--- config.mk ---
export PLATFORM = sky130hd
export DESIGN_NAME = pad_cfg_sequencer
export DESIGN_NICKNAME = d
export VERILOG_FILES = /design/src/rtl/pad_ctrl_pkg.sv /design/src/rtl/pad_ctrl_rr_arb.sv /design/src/rtl/pad_cfg_sequencer.sv
export SDC_FILE = /design/constraint.sdc
export NUM_CORES = 1
export LEC_CHECK = 0
export CORE_MARGIN = 2
export CORE_UTILIZATION = 49
export DETAILED_ROUTE_END_ITERATION = 6
export PLACE_DENSITY = 0.8
export SYNTH_ARGS = -nofsm -noshare
export SYNTH_HDL_FRONTEND = slang
export SYNTH_HIERARCHICAL = 1
export SYNTH_SLANG_ARGS = --single-unit
--- constraint.sdc ---
create_clock -name clk -period 2.2 [get_ports clk]
set_input_delay 0.22 -clock clk [delete_from_list [all_inputs] [get_ports clk]]
set_output_delay 0.22 -clock clk [all_outputs]
set_load 0.005 [all_outputs]
--- src/rtl/pad_ctrl_pkg.sv ---
// Shared types and constants for the pad configuration sequencer.
package pad_ctrl_pkg;

    localparam int unsigned NUM_REQ   = 2;
    localparam int unsigned PAD_CFG_W = 6;
    localparam int unsigned PAD_IDX_W = 5;
    localparam int unsigned MAX_PADS  = 32;

    typedef enum logic [1:0] {
        IDLE,
        ISOLATE,
        APPLY,
        HOLD
    } pad_state_e;

endpackage

--- src/rtl/pad_ctrl_rr_arb.sv ---
// Two-way round-robin arbiter: ptr names the favoured requester, grant is one-hot.
module pad_ctrl_rr_arb
    import pad_ctrl_pkg::*;
(
    input  logic [NUM_REQ-1:0] valid,
    input  logic               ptr,
    output logic [NUM_REQ-1:0] grant
);

    always_comb begin
        grant = '0;
        if (valid[ptr]) begin
            grant[ptr] = 1'b1;
        end else if (valid[~ptr]) begin
            grant[~ptr] = 1'b1;
        end
    end

endmodule

--- src/rtl/pad_cfg_sequencer.sv ---
// Pad reconfiguration sequencer: isolates a pad, settles, applies cfg/mux, holds, then releases.
module pad_cfg_sequencer
    import pad_ctrl_pkg::*;
#(
    parameter int NUM_PADS      = 32,
    parameter int SETTLE_CYCLES = 4
) (
    input  logic                               clk,
    input  logic                               rst,
    input  logic [NUM_REQ-1:0]                 req_valid_i,
    output logic [NUM_REQ-1:0]                 req_ready_o,
    input  logic [NUM_REQ-1:0][PAD_IDX_W-1:0]  req_pad_i,
    input  logic [NUM_REQ-1:0][PAD_CFG_W-1:0]  req_cfg_i,
    input  logic [NUM_REQ-1:0]                 req_mux_i,
    output logic [MAX_PADS-1:0][PAD_CFG_W-1:0] pad_cfg_o,
    output logic [MAX_PADS-1:0]                pad_mux_o,
    output logic [MAX_PADS-1:0]                pad_oen_force_o,
    output logic                               busy_o,
    output logic                               done_o,
    output logic                               done_id_o,
    output logic                               err_o
);

    localparam int CNT_W = $clog2(SETTLE_CYCLES + 1);
    localparam logic [CNT_W-1:0]   SETTLE_LOAD = SETTLE_CYCLES[CNT_W-1:0];
    localparam logic [CNT_W-1:0]   CNT_ONE     = CNT_W'(1);
    localparam logic [PAD_IDX_W:0] PAD_LIMIT   = NUM_PADS[PAD_IDX_W:0];

    pad_state_e                          state;
    logic [CNT_W-1:0]                    cnt;
    logic                                rr_ptr;
    logic [NUM_REQ-1:0]                  grant;
    logic                                win_id;
    logic                                pad_ok;
    logic [PAD_IDX_W-1:0]                cur_pad;
    logic [PAD_CFG_W-1:0]                cur_cfg;
    logic                                cur_mux;
    logic                                cur_id;
    logic [NUM_PADS-1:0][PAD_CFG_W-1:0]  cfg_q;
    logic [NUM_PADS-1:0]                 mux_q;
    logic [NUM_PADS-1:0]                 force_q;
    logic                                done_q;
    logic                                done_id_q;
    logic                                err_q;

    pad_ctrl_rr_arb u_arb (
        .valid (req_valid_i),
        .ptr   (rr_ptr),
        .grant (grant)
    );

    // Grant is only exposed while idle and out of reset, so ready doubles as the handshake.
    assign req_ready_o = grant & {NUM_REQ{(state == IDLE) && !rst}};
    assign win_id      = grant[1];
    assign pad_ok      = {1'b0, req_pad_i[win_id]} < PAD_LIMIT;

    always_ff @(posedge clk) begin
        if (rst) begin
            state     <= IDLE;
            cnt       <= '0;
            rr_ptr    <= 1'b0;
            cur_pad   <= '0;
            cur_cfg   <= '0;
            cur_mux   <= 1'b0;
            cur_id    <= 1'b0;
            cfg_q     <= '0;
            mux_q     <= '0;
            force_q   <= '0;
            done_q    <= 1'b0;
            done_id_q <= 1'b0;
            err_q     <= 1'b0;
        end else begin
            done_q    <= 1'b0;
            done_id_q <= 1'b0;
            err_q     <= 1'b0;
            case (state)
                IDLE: begin
                    if (|req_ready_o) begin
                        rr_ptr <= grant[0];
                        if (pad_ok) begin
                            cur_pad <= req_pad_i[win_id];
                            cur_cfg <= req_cfg_i[win_id];
                            cur_mux <= req_mux_i[win_id];
                            cur_id  <= win_id;
                            for (int unsigned i = 0; i < NUM_PADS; i++) begin
                                force_q[i] <= (req_pad_i[win_id] == PAD_IDX_W'(i));
                            end
                            cnt   <= SETTLE_LOAD;
                            state <= ISOLATE;
                        end else begin
                            err_q <= 1'b1;
                        end
                    end
                end
                ISOLATE: begin
                    if (cnt == CNT_ONE) begin
                        state <= APPLY;
                    end else begin
                        cnt <= cnt - CNT_ONE;
                    end
                end
                APPLY: begin
                    for (int unsigned i = 0; i < NUM_PADS; i++) begin
                        if (cur_pad == PAD_IDX_W'(i)) begin
                            cfg_q[i] <= cur_cfg;
                            mux_q[i] <= cur_mux;
                        end
                    end
                    cnt   <= SETTLE_LOAD;
                    state <= HOLD;
                end
                HOLD: begin
                    if (cnt == CNT_ONE) begin
                        state     <= IDLE;
                        force_q   <= '0;
                        done_q    <= 1'b1;
                        done_id_q <= cur_id;
                    end else begin
                        cnt <= cnt - CNT_ONE;
                    end
                end
                default: state <= IDLE;
            endcase
        end
    end

    for (genvar g = 0; g < MAX_PADS; g++) begin : g_pad
        if (g < NUM_PADS) begin : g_live
            assign pad_cfg_o[g]       = cfg_q[g];
            assign pad_mux_o[g]       = mux_q[g];
            assign pad_oen_force_o[g] = force_q[g];
        end else begin : g_tied
            assign pad_cfg_o[g]       = '0;
            assign pad_mux_o[g]       = 1'b0;
            assign pad_oen_force_o[g] = 1'b0;
        end
    end

    assign busy_o    = (state != IDLE);
    assign done_o    = done_q;
    assign done_id_o = done_id_q;
    assign err_o     = err_q;

endmodule

==> results.json, run 1 <==
{
  "worstPathCellList": "inv_2 > ha_4 > nor2b_4 > and2_4 > clkdlybuf4s50_1",
  "swShare_pct": 31.0,
  "hold_viol": 0,
  "cts_tree": "yes",
  "min_delay_worst_endpoint": "cur_cfg[0]",
  "hold_class": "in -> reg",
  "seqCellArea_sq_um": 5550,
  "synthTopCellsByArea": "dfxtp_1, a21oi_1, nand3_1",
  "r2r_setup_slack_ps": 160,
  "power_leakage_nw": 4.90,
  "whs_path_depth": 3,
  "grt_antenna_before_repair": 0,
  "yosys.area.top_type": "dfxtp_1",
  "place_area_sq_um": 14000,
  "core-area_sq_um": 22000,
  "synth_compound_area_share_pct": 26.0,
  "cts.clk_slew.worst_paths_ps": 60,
  "setup_viol": 0,
  "drv_slew": 0,
  "ios": 290,
  "vias": 11100,
  "p_sw_mw": 3.90,
  "hp-start": "req_cfg_i[0]",
  "crit_buf_inv": 2,
  "die-height_um": 154,
  "cp.required_ps": 1980,
  "synth_fa_ha_area_share_pct": 0.794,
  "p_comb_share_pct": 20.7,
  "crit_family": "buffers and inverters",
  "ys_types": 49,
  "pwr-share-seq_pct": 41.9,
  "rr_worst_depth": 7,
  "synth-simple-area-share_pct": 14.4,
  "nets": 1535,
  "syn_nets": 1319,
  "dr.first_iter.drc_count": 929,
  "diodes": 0,
  "cap_violations": 0,
  "die_w_um": 154,
  "wl_per_cell_um": 20.4,
  "pre_cts_slack_ps": -144,
  "fmax_mhz": 466,
  "fin_crit_sh_pct": 97.5,
  "dp_hpwl_mm": 22.0,
  "yosys.area_share.xor_xnor_pct": 0,
  "avgSynthCellArea_sq_um": 8.59,
  "power.density_nw_per_um2": 835,
  "worst_setup_path_start_kind": "flip-flop",
  "critical_path_class": "reg -> out",
  "critPathCaptureType": "primary output",
  "grt_pass1_wl_mm": 56.7,
  "synthMuxAreaShare_pct": 1.28,
  "period_minus_slack_ps": 2150,
  "drive_above_1_share_pct": 9.34,
  "ir_drop_uv": 557,
  "ant_nets": 0,
  "synth.top_cell.area_share_pct": 50.3,
  "via_per_inst": 6.15,
  "cp.arrival_ps": 1930,
  "synth_top_family_by_area": "compound AO/OA/AOI/OAI gates",
  "drc": 0,
  "clock_sinks": 277,
  "clk_latency_ps": 540,
  "finalInstanceArea_sq_um": 15100,
  "fillers": 1735,
  "worst_pin_slew_ps": 1140,
  "multi_input_area_sq_um": 4770,
  "max_stage_delay_ps": 490,
  "synth_area_sq_um": 11000,
  "synth-seq-cells": 277,
  "syn-instance-count": 1284,
  "root_buffer": "clkbuf_16",
  "intPower_mw": 8.70,
  "numCtsBuffers": 28,
  "slowest_stage": "clkdlybuf4s50_1",
  "start_util_pct": 50.3,
  "grt_max_degree": 142,
  "fin_ws_ps": 54.3,
  "grt_pass1_vias": 10300,
  "row_count": 54,
  "yosysSeqAreaShare_pct": 50.3,
  "run_status": "completed",
  "synth_ff_type": "dfxtp_1",
  "dieArea_sq_um": 23700,
  "clockBufferDepth": 3,
  "relSlewSlack_pct": 24.0,
  "drt_pass1_iterations": 6,
  "htreeDepth": 1,
  "wl_mm": 36.7,
  "synthArstFlopShare_pct": 0,
  "synthToLayoutAreaGrowth_pct": 36.8,
  "grt_util_all_layers_pct": 29.3,
  "overflow": 0,
  "gp_congestion": 0.800,
  "worstReg2RegEnd": "pad_oen_force_o[30]",
  "skew_ps": 15.8,
  "p_clk_share_pct": 37.5,
  "r2r-start": "state[1]",
  "yosysWarnings": 6,
  "synth_enable_flop_cells": 0,
  "io_buffers": 288,
  "cp_max_fo": 4
}
-- cells in the mapped netlist (2+ instances only) --
library cell,count
nor4b_4,2
clkbuf_1,90
dfxtp_1,277
nand4b_1,3
nand2_1,9
ha_1,7
a32o_1,32
mux2i_1,13
and4b_1,3
nor4b_1,3
nor2_1,7
nor2b_1,3
or2_2,2
a211oi_1,10
o32ai_1,4
and4bb_2,3
nand3b_1,2
inv_1,11
a21oi_1,239
buf_6,5
buf_4,13
o22ai_1,2
nor3_1,2
buf_1,6
and2_1,3
o21ai_1,15
buf_2,49
nand2b_1,6
nand3_1,227
a31o_2,4
a21boi_1,2
nand4bb_1,3
o21ai_0,211
-- sequential cells by signal, summed over array words and instances, names as in the netlist --
register         cells
pad_mux_o           32
cur_pad              5
done_id_o            1
done_o               1
state                2
cur_id               1
cur_mux              1
pad_oen_force_o     32
cnt                  3
cur_cfg              6
rr_ptr               1
pad_cfg_o          192
-- power groups by stage --
stage | Sequential [mW] | Combinational, mW | Clock [mW]
after global routing | 5.30 | 2.76 | 4.94
after CTS | 5.26 | 2.52 | 4.75
after floorplan | 5.31 | 1.61 | 0
final | 5.28 | 2.61 | 4.72
after detailed placement | 5.37 | 2.41 | 0
after global placement | 5.36 | 2.38 | 0
-- kinds of logic (layout without fill, tap and decap cells) --
logic type,count (synthesis),after routing
muxes,14,14
buffers and inverters,174,410
AOI/OAI and AO/OA,525,525
adders and majority gates,7,7
and+or+nand+nor,286,286
DFF,277,277
other,1,1
-- cells in the final DEF (no fill, tap or decap), drive strengths merged, types with 4 or more instances in the layout --
cell type,instances
clkinv,6
inv,11
clkbuf,42
nor4b,5
nand3,227
nor2,7
o32ai,4
buf,61
a211oi,10
nand2,9
a32o,32
ha,7
a21oi,239
mux2i,13
clkdlybuf4s50,287
a31o,4
nand2b,7
o21ai,226
dfxtp,277
-- layer usage --
| metal | wire, um | part of all wire [%] | up-vias | global-route usage [%] |
|---|---|---|---|---|
| met2 | 17200 | 47 | 577 | 47.9 |
| li1 | - | - | 5076 | - |
| met3 | 3510 | 9.6 | 71 | 5.98 |
| met5 | 0 | 0 | - | 0 |
| met4 | 894 | 2.4 | 0 | 8.54 |
| met1 | 15100 | 41 | 5348 | 39.3 |
-- area by class of cell --
class                      count  area share (%)
clock buffer                  42            5.66
clock inverter                 8           0.448
inverter                      11           0.290
multi-input combinational    833            31.6
sequential                   277            36.8
tap                          280            2.32
timing repair buffer         349            22.9
-- what timing repair did --
item | CTS | global route
gates resized for setup | 7 | 10
setup buffers | 6 | 4
pin swaps | 2 | 3
hold endpoints to repair | 2 | 0
endpoints found under the setup margin | 3 | 84
hold buffers | 1 | 0
-- worst register-to-register path, cell delays in order, from the launching register on --
cell and delay [ps]:
dfxtp_2 340, inv_2 90, ha_4 150, buf_4 130, buf_4 130, nand2b_2 110, nor4b_4 760, a32o_1 280
-- metrics by stage --
stage | power (mW) | utilization (%) | hold slack (ps) | setup TNS (ps) | cells
after CTS | 12.5 | 68.3 | 360 | 0 | 1796
after detailed placement | 7.77 | 63.8 | 454 | -3390 | 1739
after global placement | 7.74 | 63.8 | 444 | -2230 | 1739
after floorplan | 6.92 | - | 430 | 0 | 1284
final | 12.6 | 68.7 | 376 | 0 | 1800
after global routing | 13.0 | 68.7 | 389 | -0.965 | 1800
-- how the worst max path moves through the flow --
stage | from | cells after the start | slack, ps | endpoint
floorplan | state[0] | 7 | 470 | pad_cfg_o[18]
global placement | req_valid_i[1] | 5 | -90 | pad_oen_force_o[5]
detailed placement | req_valid_i[1] | 5 | -140 | pad_oen_force_o[6]
CTS | state[0] | 5 | 30 | busy_o
global route | state[1] | 5 | -1 | req_ready_o[0]
finish | state[1] | 5 | 50 | req_ready_o[0]
(Power assumes the default switching activity.)
==> run 2: changes to the inputs <==
- CORE_UTILIZATION: 49 -> 50
- CTS_BUF_LIST: default -> sky130_fd_sc_hd__clkbuf_8
- PLACE_DENSITY: 0.8 -> 0.89
==> results.json, run 2 (synthesis gave the netlist of run 1 again) <==
{
  "hold_viol": 0,
  "die-height_um": 153,
  "die_w_um": 153,
  "grt_antenna_before_repair": 0,
  "ios": 290,
  "dr.first_iter.drc_count": 1017,
  "grt_pass1_wl_mm": 58.1,
  "wl_mm": 37.0,
  "core-area_sq_um": 21800,
  "slowest_stage": "clkdlybuf4s50_1",
  "power.total_mw": 11.9,
  "htreeDepth": 2,
  "grt_pass1_vias": 10900,
  "fillers": 1672,
  "setup-tns-final_ps": 0,
  "rr_worst_depth": 6,
  "row_count": 54,
  "via_per_inst": 6.24,
  "worst_pin_slew_ps": 983,
  "relSlewSlack_pct": 34.2,
  "grt.met3_usage_pct": 7.31,
  "layout_commonest_cell": "clkdlybuf4s50_1",
  "worstPathCellList": "inv_2 > ha_4 > buf_4 > inv_1 > clkdlybuf4s50_1",
  "grt_util_all_layers_pct": 30.5,
  "run_status": "completed",
  "top_usage_layer": "met2",
  "start_util_pct": 50.7,
  "power.density_nw_per_um2": 796,
  "whs_path_depth": 3,
  "nets": 1549,
  "drt_pass1_iterations": 5,
  "cp_max_fo": 7,
  "diodes": 0,
  "ant_nets": 0,
  "drive_above_1_share_pct": 9.75,
  "cts_tree": "yes",
  "critical_path_class": "reg -> out",
  "fin_crit_sh_pct": 97.7,
  "seqCellArea_sq_um": 5550,
  "drc": 0,
  "grtUsageMet1_pct": 39.2,
  "hold_class": "in -> reg",
  "period_minus_slack_ps": 2150,
  "clock_sinks": 277,
  "numCtsBuffers": 43,
  "cp.arrival_ps": 1930,
  "cts.clk_slew.worst_paths_ps": 60,
  "fmax_mhz": 465,
  "synthToLayoutAreaGrowth_pct": 35.7,
  "max_stage_delay_ps": 540,
  "clockBufferDepth": 3,
  "wl_per_cell_um": 20.4,
  "skew_ps": 14.7,
  "final_cell_mix": "clkdlybuf4s50_1, dfxtp_1, a21oi_1, nand3_1, o21ai_0",
  "cp.required_ps": 1980,
  "grt_max_degree": 121,
  "critPathCaptureType": "primary output",
  "clk_latency_ps": 540,
  "setup_viol": 0,
  "worst_hold_slack_ps": 361,
  "cap_violations": 0,
  "vias": 11300,
  "dieArea_sq_um": 23300,
  "gp_congestion": 0.868,
  "power_leakage_nw": 4.91,
  "largest_register_ff_count": 192,
  "dp_hpwl_mm": 22.3,
  "rsz0062_at_grt": "false",
  "multi_input_area_sq_um": 4750,
  "worst_setup_path_start_kind": "flip-flop",
  "grtUsageMet2_pct": 49.0,
  "root_buffer": "clkbuf_8",
  "ir_drop_uv": 505,
  "overflow": 0,
  "io_buffers": 288,
  "drv_slew": 0
}
run 2: cell count changes in the layout (fill, tap and decap cells not counted), sizes merged:
| cell | change |
|---|---|
| buf | -1 |
| clkinv | -2 |
| bufinv | -1 |
| dlymetal6s2s | +1 |
| clkbuf | +8 |
| inv | +14 |
| clkdlybuf4s50 | -1 |
| clkinvlp | +1 |
run 2: layer usage:
metal / part of all wire, % / vias to the layer above
li1: - / 5118
met1: 38 / 5381
met2: 47 / 746
met3: 11 / 104
met4: 3.7 / 0
met5: 0 / -
run 2: path summary, 6_finish.rpt:
kind	from	endpoint	slack, ps
max	state[1]	busy_o	50
min	req_cfg_i[4]	cur_cfg[4]	360
max reg2reg	rr_ptr	pad_oen_force_o[11]	130
min reg2reg	pad_oen_force_o[29]	pad_oen_force_o[29]	470
run 2: stage by stage:
stage	instance area [sq um]	cells	setup WS (ps)	util [%]
after floorplan	11000	1284	470	-
after global placement	14100	1742	8.17	64.8
after detailed placement	14100	1742	-46.3	64.8
after CTS	14900	1815	15.7	68.6
after global routing	15000	1819	7.17	68.8
final	15000	1819	50.9	68.8
run 2: worst max-delay path: cells and delay by family, from the launching register on:
family | cells | cell delay [ps]
adder cells (fa/ha/maj) | 1 | 170
flip-flops | 1 | 380
buffers and inverters | 4 | 850
run 2: cell type report:
type,instances,area share [%]
Multi-Input combinational cell,833,31.7
Inverter,11,0.292
Timing Repair Buffer,348,23.4
Sequential cell,277,37.1
Tap cell,280,2.34
Clock inverter,20,0.585
Clock buffer,50,4.59
run 2: what timing repair did:
action	in CTS	in global routing
endpoints found under the setup margin	3	2
gates resized for setup	8	7
pin swaps	1	1
setup buffers	2	4
hold buffers	1	0
endpoints found under the hold margin	2	0
run 2: power breakdown:
part / switching, mW / total (mW) / internal, mW
combinational: 1.67 / 2.50 / 0.827
sequential: 0.304 / 5.44 / 5.14
clock: 1.93 / 3.98 / 2.05
